**src/rtl/spi_main_pair.sv**
```systemverilog
// SPI master and slave wired back-to-back on an internal mode-0 serial clock; one start = one full-duplex word swap.
// Optional build macro: SPI_MAIN_LSB_FIRST_EN selects LSB-first shifting on both sides (default MSB-first).
module spi_main_pair #(
    parameter int REG_WIDTH = 8,
    parameter int CLK_DIV   = 1
) (
    input  logic                 sys_clk,
    input  logic                 rstn,
    input  logic                 t_start,
    input  logic [REG_WIDTH-1:0] d_in_m,
    input  logic [REG_WIDTH-1:0] d_in_s,
    output logic [REG_WIDTH-1:0] d_out_m,
    output logic [REG_WIDTH-1:0] d_out_s,
    output logic                 mosi,
    output logic                 miso
);

    typedef enum logic [1:0] {IDLE, TRANSFER, DONE} state_t;

    localparam int DIV_W = (CLK_DIV > 1) ? $clog2(CLK_DIV) : 1;
    localparam int CNT_W = $clog2(REG_WIDTH + 1);

    state_t               state;
    logic [DIV_W-1:0]     div_cnt;
    logic [CNT_W-1:0]     bit_cnt;
    logic                 sck;
    logic                 t_start_q;
    logic [REG_WIDTH-1:0] tx_m, tx_s, rx_m, rx_s;
    logic [REG_WIDTH-1:0] tx_m_nxt, tx_s_nxt, rx_m_nxt, rx_s_nxt;
    logic                 tx_bit_m, tx_bit_s, first_bit_m, first_bit_s;

    // Shift direction is the only thing the optional build changes.
    always_comb begin
`ifdef SPI_MAIN_LSB_FIRST_EN
        tx_m_nxt    = tx_m >> 1;
        tx_s_nxt    = tx_s >> 1;
        tx_bit_m    = tx_m_nxt[0];
        tx_bit_s    = tx_s_nxt[0];
        first_bit_m = d_in_m[0];
        first_bit_s = d_in_s[0];
        rx_m_nxt    = REG_WIDTH'({miso, rx_m} >> 1);
        rx_s_nxt    = REG_WIDTH'({mosi, rx_s} >> 1);
`else
        tx_m_nxt    = tx_m << 1;
        tx_s_nxt    = tx_s << 1;
        tx_bit_m    = tx_m_nxt[REG_WIDTH-1];
        tx_bit_s    = tx_s_nxt[REG_WIDTH-1];
        first_bit_m = d_in_m[REG_WIDTH-1];
        first_bit_s = d_in_s[REG_WIDTH-1];
        rx_m_nxt    = REG_WIDTH'({rx_m, miso});
        rx_s_nxt    = REG_WIDTH'({rx_s, mosi});
`endif
    end

    always_ff @(posedge sys_clk or posedge rstn) begin
        if (rstn) begin
            state     <= IDLE;
            div_cnt   <= '0;
            bit_cnt   <= '0;
            sck       <= 1'b0;
            t_start_q <= 1'b0;
            tx_m      <= '0;
            tx_s      <= '0;
            rx_m      <= '0;
            rx_s      <= '0;
            d_out_m   <= '0;
            d_out_s   <= '0;
            mosi      <= 1'b0;
            miso      <= 1'b0;
        end else begin
            t_start_q <= t_start;
            case (state)
                IDLE: begin
                    if (t_start && !t_start_q) begin
                        tx_m    <= d_in_m;
                        tx_s    <= d_in_s;
                        mosi    <= first_bit_m;
                        miso    <= first_bit_s;
                        div_cnt <= '0;
                        bit_cnt <= '0;
                        sck     <= 1'b0;
                        state   <= TRANSFER;
                    end
                end
                TRANSFER: begin
                    if (div_cnt == DIV_W'(CLK_DIV - 1)) begin
                        div_cnt <= '0;
                        sck     <= ~sck;
                        if (!sck) begin
                            // Rising SCK: both ends sample the opposite line.
                            rx_m    <= rx_m_nxt;
                            rx_s    <= rx_s_nxt;
                            bit_cnt <= bit_cnt + 1'b1;
                        end else if (bit_cnt == CNT_W'(REG_WIDTH)) begin
                            // Falling edge after the last sample ends the word.
                            sck   <= 1'b0;
                            mosi  <= 1'b0;
                            miso  <= 1'b0;
                            state <= DONE;
                        end else begin
                            tx_m <= tx_m_nxt;
                            tx_s <= tx_s_nxt;
                            mosi <= tx_bit_m;
                            miso <= tx_bit_s;
                        end
                    end else begin
                        div_cnt <= div_cnt + 1'b1;
                    end
                end
                DONE: begin
                    d_out_m <= rx_m;
                    d_out_s <= rx_s;
                    sck     <= 1'b0;
                    mosi    <= 1'b0;
                    miso    <= 1'b0;
                    bit_cnt <= '0;
                    state   <= IDLE;
                end
                default: state <= IDLE;
            endcase
        end
    end

endmodule

```
**config.mk**
```make
export PLATFORM = sky130hd
export DESIGN_NAME = spi_main_pair
export DESIGN_NICKNAME = d
export VERILOG_FILES = /design/src/rtl/spi_main_pair.sv
export SDC_FILE = /design/constraint.sdc
export NUM_CORES = 1
export LEC_CHECK = 0
export ABC_CLOCK_PERIOD_IN_PS = 4950
export BUFFER_PORTS_ARGS = -buffer_cell sky130_fd_sc_hd__buf_2
export CAP_MARGIN = 10
export CORE_MARGIN = 4
export CORE_UTILIZATION = 35
export DETAILED_ROUTE_END_ITERATION = 8
export SLEW_MARGIN = 40
export SYNTH_ARGS = -nofsm -noshare
export SYNTH_HDL_FRONTEND = slang
export SYNTH_SLANG_ARGS = --single-unit
```
**constraint.sdc**
```tcl
create_clock -name sys_clk -period 4.95 [get_ports sys_clk]
set_input_delay 0.495 -clock sys_clk [delete_from_list [all_inputs] [get_ports sys_clk]]
set_output_delay 0.495 -clock sys_clk [all_outputs]
set_load 0.05 [all_outputs]
```
==> impl_metrics.csv <==
group,metric,value,unit
status,status,"finished, final reports clean",
sta,relSlewSlack,49.6,%
power_and_ir_drop,switching_share,40.1,%
route,ant_nets,0,
power_and_ir_drop,ir_drop,0.226,mV
sta,max_freq,433,MHz
grt,grt_pass1_wl,6.99,mm
final_layout,fill_cells,650,
final_layout,area_growth,14.8,%
job,maxCapViolations,0,
worst_setup_path,cp.required,5.14,ns
sta,timing.final.ws_setup,2.64,ns
min_path,hold_path_class,"in2reg",
place,portBuffers,36,
final_layout,drive_above_1_share,48.1,%
cts,cts_resized,0,
sta,rsz0062_at_grt,"no",
min_path,min_to,"t_start_q$_DFF_PP0_",
route,wl_per_cell,13.0,um
power_and_ir_drop,pwr-share-seq,39.3,%
cts,hold_buffers,0,
synthesis,synth_seq_cells,56,
place,routabilityCongestion,0.728,
worst_setup_path,r2r_slack,2.64,ns
floorplanning,core_area,6790,um2
route,dr.first_iter.drc_count,59,
place,dp_hpwl,2.75,mm
grt,grt_usage,10.2,%
route,drtPass1Iterations,4,
synthesis,avgSynthCellArea,14.3,um2
route,drc,0,
min_path,whs_path_depth,1,
final_layout,finalNetCount,235,
route,wirelength,3.99,mm
floorplanning,io_pins,37,
sta,hold_viol,0,
worst_setup_path,path_max_fanout,21,
final_layout,final_common_cell,"dfrtp_1",
sta,finClkSkew,0.0125,ns
grt,grt_pass1_vias,1473,
synthesis,synth_area,2460,um2
final_layout,final_cell_mix,"56 x dfrtp_1, 51 x mux2_2, 36 x buf_2, 10 x mux2_1",
synthesis,ys_warn_count,0,
cts,cts_root_buf,"clkbuf_8",
worst_setup_path,rr_worst_depth,5,
power_and_ir_drop,combPwrFrac,47.5,%
floorplanning,row_count,30,
sta,tns,0,ns
power_and_ir_drop,leakagePower,1.34,nW
synthesis,ys.flop_type,"dfrtp_1",
cts,cts_max_path_buffers,2,
worst_setup_path,rr_endpoint,"tx_m[5]$_DFFE_PP0P_",
final_layout,antenna_cells,0,
cts,cts_sinks,56,
sta,min_period_over_period,46.6,%
final_layout,multiInputGateArea,992,um2
grt,grt.overflow.total,0,
cts,clk_pin_slew_worst_paths,0.11,ns
grt,grt_max_degree,57,
route,num_vias,1405,
sta,whs,0.305,ns
synthesis,syn_nets,198,
power_and_ir_drop,cellPowerDensity,687,nW/um2
floorplanning,die_h,91.8,um
power_and_ir_drop,p_int,1.16,mW
route,via_per_inst,4.59,
synthesis,yosysUniqueCellTypes,25,
worst_setup_path,worstSetupEndpointType,"flop",
sta,worst_pin_slew,0.756,ns
synthesis,syn-instance-count,172,
power_and_ir_drop,clock_power_share,13.1,%
synthesis,ys_async_sr_fraction,100,%
worst_setup_path,cp.arrival,2.50,ns
cts,post_cts_buffers,0,
worst_setup_path,rr_startpoint,"state[1]$_DFFE_PP0P_",
synthesis,ys_seq_area_share,57.0,%
floorplanning,dieArea,8430,um2
min_path,hp-start,"t_start",
final_layout,layout.area.seq,1400,um2
worst_setup_path,critPathLaunchType,"flop",
cts,cts_tree,"built",
grt,antenna_found_initial,0,
cts,htreeDepth,2,
sta,slew_violations,0,
power_and_ir_drop,p_sw,777,uW
sta,setup_viol,0,
sta,final.min_clock_period,2.31,ns
place,pre_cts_ws,1.95,ns
final_layout,final_util,41.5,%
cts,cts_inserted_buffers,5,
floorplanning,start_util,36.2,%
floorplanning,die_x,91.8,um
worst_setup_path,worstSetupPathType,"reg2reg",
synthesis,synth_edf_count,0,
cts,clk_latency,0.31,ns
==> power groups by stage <==
stage | clock network [mW] | registers (mW) | logic, mW
3_5_place_dp | 0 | 0.776 | 0.935
3_3_place_gp | 0 | 0.772 | 0.918
5_1_grt | 0.279 | 0.790 | 1.01
6_report | 0.254 | 0.762 | 0.922
4_1_cts | 0.264 | 0.766 | 0.938
2_1_floorplan | 0 | 0.957 | 0.582
==> Yosys cell counts, drive strengths merged, types with 2 or more instances <==
cell type   n  area share (%)
nor2        3            0.46
nor2b       2            0.51
o21ai       3            0.61
mux2       61              28
nand3       3            0.61
inv         8             1.2
o22ai       2            0.51
a21oi       2            0.41
buf         5             1.4
ha          7             3.6
nand2       7             1.1
clkbuf      2            0.31
dfrtp      56              57
nand2b      3            0.76
==> through the flow <==
step           cell area, um2  cells  power (mW)
2_1_floorplan            2460    172        1.54
3_3_place_gp             2730    298        1.69
3_5_place_dp             2730    298        1.71
4_1_cts                  2820    306        1.97
5_1_grt                  2820    306        2.08
6_report                 2820    306        1.94
==> how the worst max path moves through the flow <==
stage                             endpoint                  from  cells after the start
finish                 tx_m[5]$_DFFE_PP0P_  state[1]$_DFFE_PP0P_                      5
global route           tx_s[3]$_DFFE_PP0P_  state[1]$_DFFE_PP0P_                      5
CTS                    tx_m[4]$_DFFE_PP0P_  state[1]$_DFFE_PP0P_                      5
detailed placement     tx_m[4]$_DFFE_PP0P_  state[1]$_DFFE_PP0P_                      5
global placement       tx_m[4]$_DFFE_PP0P_  state[1]$_DFFE_PP0P_                      5
floorplan           bit_cnt[0]$_DFFE_PP0P_                  rstn                      1
==> worst max-delay path: stages (launching register included) <==
cell and delay [ns]:
dfrtp_1 0.43, inv_1 0.12, ha_2 0.48, nand2b_2 0.38, o2111ai_4 0.38, mux2_2 0.39
==> final cells by class <==
cell class / instances / share of cell area (%)
well taps: 96 / 4.26
multi-input cells: 101 / 35.2
flip-flops and latches: 56 / 49.6
inverters: 8 / 1.06
repair buffers: 37 / 6.65
clock buffers: 5 / 2.44
clock inverters: 3 / 0.798
==> metal layers <==
layer | vias to the layer above | wire (um) | track usage (%)
met5 | - | 0 | 0
met4 | 0 | 55 | 3.71
met3 | 4 | 112 | 2.54
met2 | 23 | 1850 | 15.9
met1 | 701 | 1970 | 13.7
li1 | 677 | - | -
==> kinds of logic after synthesis <==
kind of cell	count (synthesis)	share of synthesized area (%)
AO/OA/AOI/OAI	12	4.22
adder cells (fa/ha/maj)	7	3.56
buffers and inverters	15	2.90
flip-flops	56	57.0
multiplexers	62	28.3
AND/OR/NAND/NOR	20	4.02
==> flip-flops by register name, indices dropped and copies added (netlist names) <==
signal / cells
rx_s: 8
rx_m: 8
d_out_m: 8
bit_cnt: 4
mosi: 1
tx_m: 7
sck: 1
state: 2
t_start_q: 1
d_out_s: 8
miso: 1
tx_s: 7
Note: power is estimated with default switching activity, not from simulation.
